===== src/rtl/caxi4interconnect_sync_fifo_ctrl_pkg.sv =====
// caxi4interconnect_sync_fifo_ctrl_pkg: width helper shared by the sync FIFO controller files
package caxi4interconnect_sync_fifo_ctrl_pkg;
  function automatic int cnt_w(input int aw);
    return aw + 2;
  endfunction
endpackage


===== src/rtl/caxi4interconnect_sync_fifo_ctrl_if.sv =====
// caxi4interconnect_sync_fifo_ctrl_if: push/pop ports and RAM-side bus of the sync FIFO controller
interface caxi4interconnect_sync_fifo_ctrl_if
  import caxi4interconnect_sync_fifo_ctrl_pkg::*;
#(parameter int AW = 4, parameter int W = 8);
  logic flush;
  logic wrValid;
  logic wrReady;
  logic [W-1:0] wrData;
  logic rdValid;
  logic rdReady;
  logic [W-1:0] rdData;
  logic [cnt_w(AW)-1:0] count;
  logic [AW-1:0] fifoWrAddr;
  logic fifoWrite;
  logic [W-1:0] fifoWrData;
  logic [AW-1:0] fifoRdAddr;
  logic [W-1:0] fifoRdData;
  modport slave (
    input flush, wrValid, wrData, rdReady, fifoRdData,
    output wrReady, rdValid, rdData, count, fifoWrAddr, fifoWrite, fifoWrData, fifoRdAddr
  );
  modport master (
    output flush, wrValid, wrData, rdReady, fifoRdData,
    input wrReady, rdValid, rdData, count, fifoWrAddr, fifoWrite, fifoWrData, fifoRdAddr
  );
endinterface


===== src/rtl/caxi4interconnect_sync_fifo_ctrl_out_stage.sv =====
// caxi4interconnect_fifo_out_stage: 2-entry head/skid output buffer with in-order capture and pop
module caxi4interconnect_fifo_out_stage #(parameter int W = 8) (
  input  logic         clk,
  input  logic         rst,
  input  logic         cap,
  input  logic         pop,
  input  logic [W-1:0] cap_data,
  output logic [W-1:0] head,
  output logic [1:0]   cnt
);
  logic [W-1:0] skid;
  logic [1:0] rem;
  assign rem = cnt - {1'b0, pop};
  always_ff @(posedge clk)
    if (rst) begin
      head <= '0;
      skid <= '0;
      cnt  <= '0;
    end else begin
      head <= (pop && cnt == 2'd2) ? skid : (cap && rem == 2'd0) ? cap_data : head;
      skid <= (cap && rem == 2'd1) ? cap_data : skid;
      cnt  <= rem + {1'b0, cap};
    end
endmodule


===== src/rtl/caxi4interconnect_sync_fifo_ctrl.sv =====
// caxi4interconnect_sync_fifo_ctrl: RAM pointer/occupancy control with a FWFT output stage hiding read latency
module caxi4interconnect_sync_fifo_ctrl
  import caxi4interconnect_sync_fifo_ctrl_pkg::*;
#(
  parameter int HI_FREQ     = 1,
  parameter int FIFO_AWIDTH = 4,
  parameter int FIFO_WIDTH  = 8
) (
  input logic HCLK,
  input logic HRESET,
  caxi4interconnect_sync_fifo_ctrl_if.slave bus
);
  localparam int MW = FIFO_AWIDTH + 1;
  localparam int CW = cnt_w(FIFO_AWIDTH);
  localparam logic [MW-1:0] FULL = MW'(1 << FIFO_AWIDTH);
  logic [FIFO_AWIDTH-1:0] wr_ptr, rd_ptr;
  logic [MW-1:0] mem_count;
  logic [1:0] out_count;
  logic in_flight, push, pop, fetch, cap, clear;
  assign clear = HRESET | bus.flush;
  assign bus.wrReady = !clear && mem_count != FULL;
  assign push = bus.wrValid & bus.wrReady;
  assign pop = bus.rdValid & bus.rdReady;
  // fetch only when the word will have a free output slot by the time it lands
  assign fetch = mem_count != '0 && (3'(out_count) + 3'(in_flight) < 3'd2 + 3'(pop));
  assign cap = (HI_FREQ != 0) ? in_flight : fetch;
  assign bus.rdValid = out_count != 2'd0;
  assign bus.count = CW'(mem_count) + CW'(in_flight) + CW'(out_count);
  assign bus.fifoWrAddr = wr_ptr;
  assign bus.fifoWrite = push;
  assign bus.fifoWrData = bus.wrData;
  assign bus.fifoRdAddr = rd_ptr;
  always_ff @(posedge HCLK)
    if (clear) begin
      wr_ptr    <= '0;
      rd_ptr    <= '0;
      mem_count <= '0;
      in_flight <= 1'b0;
    end else begin
      wr_ptr    <= wr_ptr + FIFO_AWIDTH'(push);
      rd_ptr    <= rd_ptr + FIFO_AWIDTH'(fetch);
      mem_count <= mem_count + MW'(push) - MW'(fetch);
      in_flight <= (HI_FREQ != 0) && fetch;
    end
  caxi4interconnect_fifo_out_stage #(.W(FIFO_WIDTH)) u_out (
    .clk(HCLK),
    .rst(clear),
    .cap(cap),
    .pop(pop),
    .cap_data(bus.fifoRdData),
    .head(bus.rdData),
    .cnt(out_count)
  );
endmodule

===== src/flat_wrapper.sv =====
// flat-port wrapper written by rule: the top's interface ports become plain ports
module caxi4interconnect_sync_fifo_ctrl_flat import caxi4interconnect_sync_fifo_ctrl_pkg::*;
#(
  parameter int HI_FREQ     = 1,
  parameter int FIFO_AWIDTH = 4,
  parameter int FIFO_WIDTH  = 8
)
  (HCLK, HRESET, bus_flush, bus_wrValid, bus_wrData, bus_rdReady, bus_fifoRdData, bus_wrReady, bus_rdValid, bus_rdData, bus_count, bus_fifoWrAddr, bus_fifoWrite, bus_fifoWrData, bus_fifoRdAddr);
  caxi4interconnect_sync_fifo_ctrl_if bus_i ();
  input logic HCLK;
  input logic HRESET;
  input wire logic [$bits(bus_i.flush)-1:0] bus_flush;
  input wire logic [$bits(bus_i.wrValid)-1:0] bus_wrValid;
  input wire logic [$bits(bus_i.wrData)-1:0] bus_wrData;
  input wire logic [$bits(bus_i.rdReady)-1:0] bus_rdReady;
  input wire logic [$bits(bus_i.fifoRdData)-1:0] bus_fifoRdData;
  output wire logic [$bits(bus_i.wrReady)-1:0] bus_wrReady;
  output wire logic [$bits(bus_i.rdValid)-1:0] bus_rdValid;
  output wire logic [$bits(bus_i.rdData)-1:0] bus_rdData;
  output wire logic [$bits(bus_i.count)-1:0] bus_count;
  output wire logic [$bits(bus_i.fifoWrAddr)-1:0] bus_fifoWrAddr;
  output wire logic [$bits(bus_i.fifoWrite)-1:0] bus_fifoWrite;
  output wire logic [$bits(bus_i.fifoWrData)-1:0] bus_fifoWrData;
  output wire logic [$bits(bus_i.fifoRdAddr)-1:0] bus_fifoRdAddr;
  assign bus_i.flush = bus_flush;
  assign bus_i.wrValid = bus_wrValid;
  assign bus_i.wrData = bus_wrData;
  assign bus_i.rdReady = bus_rdReady;
  assign bus_i.fifoRdData = bus_fifoRdData;
  assign bus_wrReady = bus_i.wrReady;
  assign bus_rdValid = bus_i.rdValid;
  assign bus_rdData = bus_i.rdData;
  assign bus_count = bus_i.count;
  assign bus_fifoWrAddr = bus_i.fifoWrAddr;
  assign bus_fifoWrite = bus_i.fifoWrite;
  assign bus_fifoWrData = bus_i.fifoWrData;
  assign bus_fifoRdAddr = bus_i.fifoRdAddr;
  caxi4interconnect_sync_fifo_ctrl #(.HI_FREQ(HI_FREQ), .FIFO_AWIDTH(FIFO_AWIDTH), .FIFO_WIDTH(FIFO_WIDTH)) u_core (.HCLK(HCLK), .HRESET(HRESET), .bus(bus_i));
endmodule

===== config.mk =====
export PLATFORM = sky130hd
export DESIGN_NAME = caxi4interconnect_sync_fifo_ctrl_flat
export DESIGN_NICKNAME = d
export VERILOG_FILES = /design/src/rtl/caxi4interconnect_sync_fifo_ctrl_pkg.sv /design/src/rtl/caxi4interconnect_sync_fifo_ctrl_if.sv /design/src/rtl/caxi4interconnect_sync_fifo_ctrl_out_stage.sv /design/src/rtl/caxi4interconnect_sync_fifo_ctrl.sv /design/src/flat_wrapper.sv
export SDC_FILE = /design/constraint.sdc
export NUM_CORES = 1
export LEC_CHECK = 0
export CAP_MARGIN = 10
export CORE_AREA = 2 2 74 62
export CTS_CLUSTER_SIZE = 14
export DETAILED_ROUTE_END_ITERATION = 12
export DIE_AREA = 0 0 76 64
export HOLD_SLACK_MARGIN = 0.15
export PLACE_DENSITY_LB_ADDON = 0.25
export SYNTH_ARGS = -nofsm -noshare
export SYNTH_HDL_FRONTEND = slang
export SYNTH_SLANG_ARGS = --single-unit

===== constraint.sdc =====
create_clock -name HCLK -period 3.6 [get_ports HCLK]
set_input_delay 0.72 -clock HCLK [delete_from_list [all_inputs] [get_ports HCLK]]
set_output_delay 0.72 -clock HCLK [all_outputs]
set_load 0.02 [all_outputs]

; Word-level counts from Yosys, hierarchy flattened
; Index checks and enable logic that the tools add are counted.
[word_totals]
input_bits = 21
reg_bits = 32
[op_classes]
n_lt_le_gt_ge = 1
muxes = 2
bitwise = 3
eq_ne = 3
n_reduce_logical = 10
n_addsub = 10
[ops]
columns = op, n
row1 = two-way mux 8 bit, 2
row2 = adder 4 x 1 -> 4 bit, 2
row3 = adder 5 x 1 -> 6 bit, 1
row4 = adder 6 x 2 -> 6 bit, 1
row5 = adder 5 x 1 -> 5 bit, 1
row6 = logical AND 1 bit, 5
row7 = inequality test 5 bit (second input constant), 1
row8 = nonzero test 5 bit, 1
row9 = subtractor 5 x 1 -> 5 bit, 1
row10 = nonzero test 2 bit, 2
row11 = adder 2 x 1 -> 3 bit, 1
row12 = adder 2 x 1 -> 3 bit (first input constant), 1
row13 = less-than comparator 3 bit, 1
row14 = adder 2 x 1 -> 2 bit, 1
row15 = AND 1 bit, 2
row16 = == test 2 x 1 -> 1 bit (second input constant), 1
row17 = == test 2 bit (second input constant), 1
row18 = zero test 2 bit, 1
row19 = subtractor 2 x 1 -> 2 bit, 1
row20 = zero test 1 bit, 1
row21 = OR 1 bit, 1

; Depth between registers and ports, before layout
; Gate-level depths: netlist of the first run.
[logic_depth]
word_depth = 7
depth_mapped = 11

; Cells and area by module
; A second synthesis of the first run with hierarchy kept.
[hier_totals]
hier_cells = 210
hier_area_um2 = 1945.6
[modules_own_cells]
columns = module, seq_area_each_um2, area_per_inst_um2, cells_per_inst, instances
row1 = caxi4interconnect_fifo_out_stage, 360.3, 1001.0, 110, 1
row2 = caxi4interconnect_sync_fifo_ctrl, 280.3, 944.7, 100, 1

; Least setup slack after synthesis of the first run
; No wires, ideal clock.
[synth_timing]
kind = input-to-reg
start = input bus_flush
end = register u_core.mem_count[4]
arrival_ns = 3.135
cell_stages = 11
t_required_ns = 3.528
slack_ns = 0.393
setup_time_ns = 0.072
cell_sequence = or2_2 clkbuf_1 a41oi_1 nand2_1 ha_1 inv_1 ha_1 fa_1 a21o_1 a21oi_1 mux2i_1
[synth_between]
elab_chain_len = 6
[synth_lines]
columns = item, line_no
row1 = start: declaration, flat_wrapper.sv:12  ; input wire logic [$bits(bus_i.flush)-1:0] bus_flush;
row2 = OR 1 bit, caxi4interconnect_sync_fifo_ctrl.sv:20  ; assign clear = HRESET | bus.flush;
row3 = zero test 1 bit, caxi4interconnect_sync_fifo_ctrl.sv:21  ; assign bus.wrReady = !clear && mem_count != FULL;
row4 = logical AND 1 bit, caxi4interconnect_sync_fifo_ctrl.sv:21
row5 = via bus_wrReady, flat_wrapper.sv:17  ; output wire logic [$bits(bus_i.wrReady)-1:0] bus_wrReady;
row6 = AND 1 bit, caxi4interconnect_sync_fifo_ctrl.sv:22  ; assign push = bus.wrValid & bus.wrReady;
row7 = adder 5 x 1 -> 5 bit, caxi4interconnect_sync_fifo_ctrl.sv:42  ; mem_count <= mem_count + MW'(push) - MW'(fetch);
row8 = subtractor 5 x 1 -> 5 bit, caxi4interconnect_sync_fifo_ctrl.sv:42
row9 = end signal: assignment, caxi4interconnect_sync_fifo_ctrl.sv:42
row10 = end: declaration, caxi4interconnect_sync_fifo_ctrl.sv:17  ; logic [MW-1:0] mem_count;
; The timed path passes the listed nets, and every way through them passes these cells.
; A chain may end at the register's enable or synchronous reset.

; Worst setup path in the final report of the first run
[layout_timing]
start = input bus_flush
end = output bus_fifoWrite
[layout_between]
elab_chain_len = 4
[layout_lines]
columns = item, line_no
row1 = OR 1 bit, caxi4interconnect_sync_fifo_ctrl.sv:20
row2 = zero test 1 bit, caxi4interconnect_sync_fifo_ctrl.sv:21
row3 = logical AND 1 bit, caxi4interconnect_sync_fifo_ctrl.sv:21
row4 = AND 1 bit, caxi4interconnect_sync_fifo_ctrl.sv:22
row5 = end: declaration, flat_wrapper.sv:22  ; output wire logic [$bits(bus_i.fifoWrite)-1:0] bus_fifoWrite;
; Every way passes these cells.

==> flow_metrics.env, run 1 <==
export IMPL_leakage_nw=0.8658
export IMPL_firstDrtPassIters=4
export IMPL_cts_buffers=5
export IMPL_clock_latency_ps=280
export IMPL_nNetsFinal=256
export IMPL_final_common_cell="clkdlybuf4s50_1"
export IMPL_grt_overflow=0
export IMPL_finalSetupViolCount=0
export IMPL_dp_slack_ps=208.2
export IMPL_clock_sinks=32
export IMPL_ant_nets=0
export IMPL_timing_hold_ws_ps=475.0
export IMPL_synthCells=186
export IMPL_dp_cells=265
export IMPL_antenna_found_initial=0
export IMPL_ys_warn_count=0
export IMPL_seqPwrFrac_pct=33.6
export IMPL_port_buffers=37
export IMPL_cts_setup_buffers=0
export IMPL_criticalPathCategory="in2out"
export IMPL_synth_area_top_cells="dfxtp_1 (36%), ha_1 (12%), a211oi_1 (6.8%)"
export IMPL_hp_class="reg2reg"
export IMPL_initial_utilization_pct=43.44
export IMPL_mostFrequentLayoutCells="clkdlybuf4s50_1 (37), dfxtp_1 (32), ha_1 (17)"
export IMPL_slew_headroom_pct=46.54
export IMPL_first_iter_violations=67
export IMPL_critPathMaxFanout=3
export IMPL_pwr_share_comb_pct=39.8
export IMPL_yosys_area_top_type="dfxtp_1"
export IMPL_synth_top_cell_area_share_pct=36.21
export IMPL_cp_end_kind="primary output"
export IMPL_skew_ps=2.348
export IMPL_timing_final_ws_setup_ps=355.0
export IMPL_p_switching_w=0.0004408
export IMPL_max_freq_mhz=308.2
export IMPL_instances_no_fill=273
export IMPL_cp_start_kind="input port"
export IMPL_powerDensity_nw_per_um2=583.9
export IMPL_min_period_over_period_pct=90.14
export IMPL_grt_pass1_vias=1256
export IMPL_track_usage_pct=15.45
export IMPL_routed_wl_met3_um=202
export IMPL_viasPerCell=4.824
export IMPL_setup_tns_ps=0
export IMPL_internal_power_w=0.0008502
export IMPL_path_cells="clkdlybuf4s50_1, or2_2, a41oi_1, and2_1, clkdlybuf4s50_1"
export IMPL_ctsResizeCount=0
export IMPL_ys_types=34
export IMPL_vias=1317
export IMPL_syn_avg_cell_area_um2=9.512
export IMPL_synth_seq_cells=32
export IMPL_ir_drop_v=0.0002471
export IMPL_p_total_w=0.001291
export IMPL_power_frac_clock_pct=26.5
export IMPL_wl_met1_um=1843
export IMPL_dieArea_um2=4864
export IMPL_worst_slew_pin_slew_ps=798.0
export IMPL_wl_met2_um=1361
export IMPL_die_w_um=76
export IMPL_crit_top_cell="clkdlybuf4s50_1"
export IMPL_switching_share_pct=34.14
export IMPL_antenna_cells=0
export IMPL_io_pins=54
export IMPL_highest_layer="met4"
export IMPL_area_growth_pct=24.96
export IMPL_maxSlewViolCount=0
export IMPL_synth_seq_area_share_pct=36.21
export IMPL_place_congestion=0.8056
export IMPL_rsz0062_at_grt="no"
export IMPL_ctsLongestPathBuffers=2
export IMPL_root_buffer="clkbuf_8"
export IMPL_cap_violations=0
export IMPL_synthesis_nets=227
export IMPL_crit_path_top_delay_cell="clkdlybuf4s50_1"
export IMPL_ctsHoldBuffers=0
export IMPL_status="complete, no violations"
export IMPL_htree_levels=2
export IMPL_grt_max_degree=24
export IMPL_clkTransAtPathRegs_ps=70
export IMPL_core_um2=4073
export IMPL_required_ps=2880
export IMPL_hold_viol=0
export IMPL_fillers=396
export IMPL_routed_wl_um=3461
export IMPL_cts_tree="yes"
export IMPL_syn_area_um2=1769
export IMPL_rows=21
export IMPL_crit_arrival_ps=2520
export IMPL_grt_pass1_wl_um=5982
export IMPL_post_route_drc_count=0
export IMPL_slowest_delay_ps=610
export IMPL_die_y_um=64
export IMPL_wl_per_cell_um=12.68
export IMPL_period_minus_slack_ps=3245
export IMPL_drive_gt1_share_pct=5.556
export IMPL_place_detailed_hpwl_um=2492
-- layer usage --
layer	up-vias	global-route usage, %
li1	690	-
met5	-	0
met4	0	7.045
met1	583	22.50
met2	37	20.76
met3	7	4.520
-- final cells by class --
class / count / area, µm² / share of cell area (%)
clock inverters: 2 / 35.03 / 1.585
clock buffers: 6 / 72.57 / 3.282
inverters: 14 / 52.55 / 2.377
multi-input cells: 124 / 960.9 / 43.46
well taps: 57 / 71.32 / 3.226
flip-flops and latches: 32 / 640.6 / 28.98
repair buffers: 38 / 377.9 / 17.09
-- final timing paths --
path / from / to / slack (ps) / cells past startpoint
worst min register to register: u_core.u_out.skid[0] / u_core.u_out.skid[0] / 480 / 2
worst max register to register: u_core.cap / u_core.mem_count[4] / 850 / 11
worst min-delay path: u_core.u_out.skid[0] / u_core.u_out.skid[0] / 480 / 2
worst max-delay path: bus_flush / bus_fifoWrite / 360 / 5
-- flip-flops by register name, summed over array words and instances, names as in the netlist --
| name | cells |
|---|---|
| u_core.u_out.skid | 8 |
| u_core.cap | 1 |
| u_core.bus.fifoWrAddr | 4 |
| u_core.bus.fifoRdAddr | 4 |
| u_core.u_out.cnt | 2 |
| u_core.u_out.head | 8 |
| u_core.mem_count | 5 |
-- stage by stage --
step                      utilization, %  instance area [µm²]
final                              54.29                 2211
after detailed placement           51.64                 2103
after floorplan                        -                 1769
after global placement             51.64                 2103
after global routing               54.29                 2211
after CTS                          54.29                 2211
-- worst max-delay path: cells and delay by family --
kind                   cells  cell delay (ps)
buffers and inverters      2             1040
and+or+nand+nor            2              520
AOI/OAI and AO/OA          1              250
-- logic make-up after synthesis --
| kind of cell | synth area share, % |
|---|---|
| compound gates | 14.85 |
| xor+xnor | 5.870 |
| fa+ha+maj | 15.42 |
| buf+inv | 9.477 |
| flops | 36.21 |
| mux | 5.658 |
| simple gates | 12.52 |
-- power by group through the flow --
| stage | sequential [W] | clock, W | combinational (W) |
|---|---|---|---|
| 6_report | 0.000434 | 0.000343 | 0.000514 |
| 2_1_floorplan | 0.000454 | 0 | 0.000355 |
| 5_1_grt | 0.000440 | 0.000369 | 0.000581 |
| 4_1_cts | 0.000435 | 0.000350 | 0.000520 |
| 3_3_place_gp | 0.000441 | 0 | 0.000515 |
| 3_5_place_dp | 0.000442 | 0 | 0.000519 |
-- cells in the mapped netlist --
cell	n
nor2b_1	2
nand2b_1	1
mux2i_1	10
nand2_1	5
a21oi_1	10
xor2_1	4
buf_1	2
buf_2	1
buf_4	8
and2_1	9
o21a_1	1
a41oi_1	1
buf_12	1
a21boi_0	1
o21ai_0	9
inv_1	14
dfxtp_1	32
nor4b_1	1
nand3_1	10
a211oi_1	16
nor3_1	1
buf_6	1
ha_1	17
xnor2_2	1
nor4_1	1
fa_1	3
or2_2	2
or3_1	1
clkbuf_1	3
and3b_1	1
a21o_1	2
nor2_1	8
xnor2_1	6
a21o_2	1
Power figures use the tool's default switching activity.
==> run 2, diff against run 1 <==
--- a/config.mk
+++ b/config.mk
@@ -10,8 +10,10 @@
 export CTS_CLUSTER_SIZE = 14
 export DETAILED_ROUTE_END_ITERATION = 12
 export DIE_AREA = 0 0 76 64
+export GPL_TIMING_DRIVEN = 0
 export HOLD_SLACK_MARGIN = 0.15
 export PLACE_DENSITY_LB_ADDON = 0.25
+export SKIP_LAST_GASP = 1
 export SYNTH_ARGS = -nofsm -noshare
 export SYNTH_HDL_FRONTEND = slang
 export SYNTH_SLANG_ARGS = --single-unit
==> constraint.sdc (replaced) <==
create_clock -name HCLK -period 3.8 [get_ports HCLK]
set_input_delay 0.76 -clock HCLK [delete_from_list [all_inputs] [get_ports HCLK]]
set_output_delay 0.76 -clock HCLK [all_outputs]
set_load 0.02 [all_outputs]
==> run 2 against run 1 <==
Via count up 8.7%; largest cell class unchanged; clock power down 7.9%; highest routed layer unchanged; first-iteration DRC count down 19%; total power down 3.7%.
==> flow_metrics.env, run 2 (synthesis gave the netlist of run 1 again) <==
export IMPL_critPathBufInv=3
export IMPL_grt_max_degree=11
export IMPL_routed_wl_um=3584
export IMPL_required_ps=3040
export IMPL_crit_path_top_delay_cell="clkdlybuf4s50_1"
export IMPL_core_um2=4073
export IMPL_crit_arrival_ps=2800
export IMPL_mostFrequentLayoutCells="clkdlybuf4s50_1 (45), dfxtp_1 (32), ha_1 (17)"
export IMPL_top_regs="u_core.u_out.head (8), u_core.u_out.skid (8), u_core.mem_count (5)"
export IMPL_crit_top_cell="clkdlybuf4s50_1"
export IMPL_area_growth_pct=35.57
export IMPL_min_period_over_period_pct=93.77
export IMPL_cts_setup_buffers=0
export IMPL_place_detailed_hpwl_um=2672
export IMPL_holdPathStages=2
export IMPL_die_w_um=76
export IMPL_ant_nets=0
export IMPL_grt_pass1_wl_um=6009
export IMPL_clock_latency_ps=280
export IMPL_clkTransAtPathRegs_ps=70
export IMPL_antenna_found_initial=0
export IMPL_hold_path_startpoint="u_core.u_out.skid[0]"
export IMPL_timing_hold_ws_ps=478.4
export IMPL_r2r_start="u_core.cap"
export IMPL_criticalPathCategory="in2out"
export IMPL_place_congestion=0.7760
export IMPL_htree_levels=2
export IMPL_fillers=381
export IMPL_critPathMaxFanout=6
export IMPL_first_iter_violations=54
export IMPL_grt_overflow=0
export IMPL_slew_headroom_pct=54.07
export IMPL_antenna_cells=0
export IMPL_drive_gt1_share_pct=9.205
export IMPL_port_buffers=45
export IMPL_track_usage_pct=15.46
export IMPL_cp_end_kind="primary output"
export IMPL_io_pins=54
export IMPL_path_cells="clkdlybuf4s50_1, or2_2, clkbuf_1, a41oi_1, and2_1, clkdlybuf4s50_1"
export IMPL_viasPerCell=4.838
export IMPL_clock_sinks=32
export IMPL_critPathTopFamily="buffers and inverters"
export IMPL_nNetsFinal=279
export IMPL_skew_ps=4.770
export IMPL_setup_tns_ps=0
export IMPL_maxSlewViolCount=0
export IMPL_max_freq_mhz=280.6
export IMPL_status="complete, no violations"
export IMPL_rows=21
export IMPL_period_minus_slack_ps=3563
export IMPL_wl_per_cell_um=12.11
export IMPL_vias=1432
export IMPL_ctsLongestPathBuffers=2
export IMPL_slowest_delay_ps=610
export IMPL_firstDrtPassIters=4
export IMPL_finalSetupViolCount=0
export IMPL_hp_class="reg2reg"
export IMPL_post_route_drc_count=0
export IMPL_die_y_um=64
export IMPL_crit_start="bus_flush"
export IMPL_initial_utilization_pct=43.44
export IMPL_root_buffer="clkbuf_8"
export IMPL_ctsResizeCount=0
export IMPL_dieArea_um2=4864
export IMPL_ctsHoldBuffers=0
export IMPL_cts_buffers=5
export IMPL_rsz0062_at_grt="no"
export IMPL_powerDensity_nw_per_um2=518.2
export IMPL_cap_violations=0
export IMPL_hold_viol=0
export IMPL_cts_tree="yes"
export IMPL_cp_start_kind="input port"
export IMPL_final_common_cell="clkdlybuf4s50_1"
export IMPL_worst_slew_pin_slew_ps=686.6
export IMPL_cp_depth=6
export IMPL_leakage_nw=0.9536
export IMPL_grt_pass1_vias=1275
export IMPL_ir_drop_v=0.0002988
export IMPL_rr_worst_depth=11
run 2: area by class of cell:
type	count	area, µm²	share of cell area (%)
multi-input cells	124	960.9	40.06
flip-flops and latches	32	640.6	26.71
repair buffers	45	450.4	18.78
plain buffers	16	115.1	4.799
clock buffers	6	72.57	3.026
well taps	57	71.32	2.973
inverters	14	52.55	2.191
clock inverters	2	35.03	1.461
run 2: metal layers:
layer / global-route usage [%] / vias to the layer above / share of wire [%]
met1: 22.02 / 652 / 51
met3: 4.520 / 3 / 5.6
met4: 5.455 / 0 / 0.89
li1: - / 738 / -
met5: 0 / - / 0
met2: 22.21 / 39 / 42
run 2: report_power, final:
part           switching [W]  total [W]  leakage [nW]  internal (W)
Combinational       0.000262   0.000516         0.639      0.000254
Clock               0.000121   0.000316        0.0552      0.000194
Sequential         0.0000372   0.000411         0.259      0.000374
Total               0.000420    0.00124         0.954      0.000822
run 2: worst paths after layout:
check | endpoint | slack [ps]
setup / recovery | bus_fifoWrite | 240
hold / removal | u_core.u_out.skid[0] | 480
setup reg to reg | u_core.mem_count[4] | 1010
hold reg to reg | u_core.u_out.skid[0] | 480
run 2: tightest hold or removal path: stages (launching register included):
cell and delay, ps:
dfxtp_1 310, o21ai_0 60, a21oi_1 60
run 2: per-stage QoR:
stage / utilization (%) / setup slack (ps) / std cells / power (W) / cell area (µm²)
2_1_floorplan: - / 553.3 / 186 / 0.0007660 / 1769
4_1_cts: 58.89 / 212.3 / 296 / 0.001258 / 2399
5_1_grt: 58.89 / 118.2 / 296 / 0.001340 / 2399
3_5_place_dp: 56.25 / 143.5 / 288 / 0.0009304 / 2291
6_report: 58.89 / 236.7 / 296 / 0.001243 / 2399
3_3_place_gp: 56.25 / 131.6 / 288 / 0.0009280 / 2291
==> run 3, diff against run 2 <==
--- a/config.mk
+++ b/config.mk
@@ -6,10 +6,10 @@
 export NUM_CORES = 1
 export LEC_CHECK = 0
 export CAP_MARGIN = 10
-export CORE_AREA = 2 2 74 62
+export CORE_AREA = 2 2 98 81
 export CTS_CLUSTER_SIZE = 14
 export DETAILED_ROUTE_END_ITERATION = 12
-export DIE_AREA = 0 0 76 64
+export DIE_AREA = 0 0 100 83
 export GPL_TIMING_DRIVEN = 0
 export HOLD_SLACK_MARGIN = 0.15
 export PLACE_DENSITY_LB_ADDON = 0.25
==> run 3 against run 2 <==
Design area increased by 1.3%; final cell count rose by 11%; sequential power is essentially flat; total power fell by 2.4%; worst hold slack got worse by 5.8 ps; clock-buffer cell count is 1 higher; critical path type unchanged; critical endpoint unchanged; largest cell class unchanged.
==> flow_metrics.env, run 3 (synthesis gave the netlist of run 1 again) <==
export IMPL_min_period_over_period_pct=93.56
export IMPL_dieArea_um2=8300
export IMPL_rsz0062_at_grt="no"
export IMPL_grt_overflow=0
export IMPL_clock_sinks=32
export IMPL_crit_arrival_ps=2800
export IMPL_root_buffer="clkbuf_8"
export IMPL_cp_start_kind="input port"
export IMPL_vias=1427
export IMPL_crit_path_top_delay_cell="clkdlybuf4s50_1"
export IMPL_holdPathStages=2
export IMPL_cp_end_kind="primary output"
export IMPL_rr_worst_depth=11
export IMPL_die_w_um=100
export IMPL_max_freq_mhz=281.3
export IMPL_period_minus_slack_ps=3555
export IMPL_mostFrequentLayoutCells="clkdlybuf4s50_1 (45), dfxtp_1 (32), ha_1 (17)"
export IMPL_grt_max_degree=11
export IMPL_cts_setup_buffers=0
export IMPL_drive_gt1_share_pct=9.244
export IMPL_antenna_found_initial=0
export IMPL_track_usage_pct=9.850
export IMPL_cap_violations=0
export IMPL_first_iter_violations=57
export IMPL_antenna_cells=0
export IMPL_core_um2=7287
export IMPL_highest_layer="met4"
export IMPL_hp_class="reg2reg"
export IMPL_grt_pass1_vias=1347
export IMPL_wl_met1_um=2007
export IMPL_crit_start="bus_flush"
export IMPL_path_cells="clkdlybuf4s50_1, or2_2, clkbuf_1, a41oi_1, and2_1, clkdlybuf4s50_1"
export IMPL_post_route_drc_count=0
export IMPL_maxSlewViolCount=0
export IMPL_slowest_delay_ps=610
export IMPL_hold_viol=0
export IMPL_critPathMaxFanout=6
export IMPL_leakage_nw=0.9488
export IMPL_finalSetupViolCount=0
export IMPL_die_y_um=83
export IMPL_wl_met2_um=1673
export IMPL_cts_tree="yes"
export IMPL_clock_latency_ps=280
export IMPL_port_buffers=45
export IMPL_ant_nets=0
export IMPL_powerDensity_nw_per_um2=499.7
export IMPL_ctsHoldBuffers=0
export IMPL_skew_ps=5.879
export IMPL_wl_per_cell_um=11.97
export IMPL_initial_utilization_pct=24.28
export IMPL_r2r_end="u_core.mem_count[4]"
export IMPL_io_pins=54
export IMPL_crit_top_cell="clkdlybuf4s50_1"
export IMPL_nNetsFinal=279
export IMPL_final_common_cell="clkdlybuf4s50_1"
export IMPL_place_detailed_hpwl_um=3001
export IMPL_grt_pass1_wl_um=6513
export IMPL_r2r_start="u_core.cap"
export IMPL_routed_wl_um=3927
export IMPL_status="complete, no violations"
export IMPL_cts_buffers=5
export IMPL_r2r_setup_slack_ps=990
export IMPL_area_growth_pct=37.27
export IMPL_top_regs="u_core.u_out.head (8), u_core.u_out.skid (8), u_core.mem_count (5)"
export IMPL_p_total_w=0.001213
export IMPL_firstDrtPassIters=4
export IMPL_hold_path_startpoint="u_core.u_out.skid[1]"
export IMPL_routed_wl_met3_um=189
export IMPL_rows=28
export IMPL_required_ps=3040
export IMPL_ctsLongestPathBuffers=2
export IMPL_setup_tns_ps=0
export IMPL_criticalPathCategory="in2out"
export IMPL_ctsResizeCount=0
export IMPL_ir_drop_v=0.0002228
export IMPL_slew_headroom_pct=55.14
export IMPL_viasPerCell=4.351
export IMPL_htree_levels=2
export IMPL_worst_slew_pin_slew_ps=670.7
export IMPL_place_congestion=0.7552
export IMPL_clkTransAtPathRegs_ps=60
export IMPL_min_to="u_core.u_out.skid[1]"
[run 3: changes by cell type in the layout (fill, tap and decap cells not counted), sizes merged]
cell    before  now
clkinv       1    0
bufinv       1    0
clkbuf       9   10
[run 3: how the worst max path moves through the flow]
stage | end | slack [ps] | depth (start not counted)
5_1_grt | bus_fifoWrite | 110 | 6
3_3_place_gp | u_core.mem_count[4] | 80 | 12
3_5_place_dp | u_core.mem_count[4] | 80 | 12
2_1_floorplan | u_core.mem_count[4] | 550 | 11
4_1_cts | bus_fifoWrite | 200 | 6
6_report | bus_fifoWrite | 240 | 6
[run 3: routing by layer]
metal,global-route usage (%),vias up
li1,-,737
met1,14.15,653
met2,13.88,32
met3,2.441,5
met4,4.110,0
met5,0,-
[run 3: power by group]
part           internal, W  switching (W)
logic             0.000255       0.000265
clock network     0.000161       0.000120
registers         0.000374      0.0000375
[run 3: through the flow]
step	hold slack [ps]	util [%]	cells	setup slack, ps	area, µm²
floorplan	453.5	-	186	553.3	1769
global placement	458.1	32.01	321	80.80	2332
detailed placement	466.9	32.01	321	76.33	2332
CTS	475.9	33.33	328	195.2	2429
global route	512.4	33.33	328	110.5	2429
finish	472.7	33.33	328	244.6	2429
[run 3: final cells by class]
| type | instances | area [µm²] |
|---|---|---|
| timing repair buffer | 45 | 450.4 |
| sequential | 32 | 640.6 |
| inverter | 14 | 52.55 |
| fill | 760 | 4858 |
| tap | 90 | 112.6 |
| multi-input combinational | 124 | 960.9 |
| buffer | 16 | 115.1 |
| clock buffer | 7 | 96.34 |
[run 3: worst max-delay path, delay by kind of cell]
family	cells	cell delay [ps]
buffers and inverters	3	1220
and+or+nand+nor	2	510
AOI/OAI and AO/OA	1	310
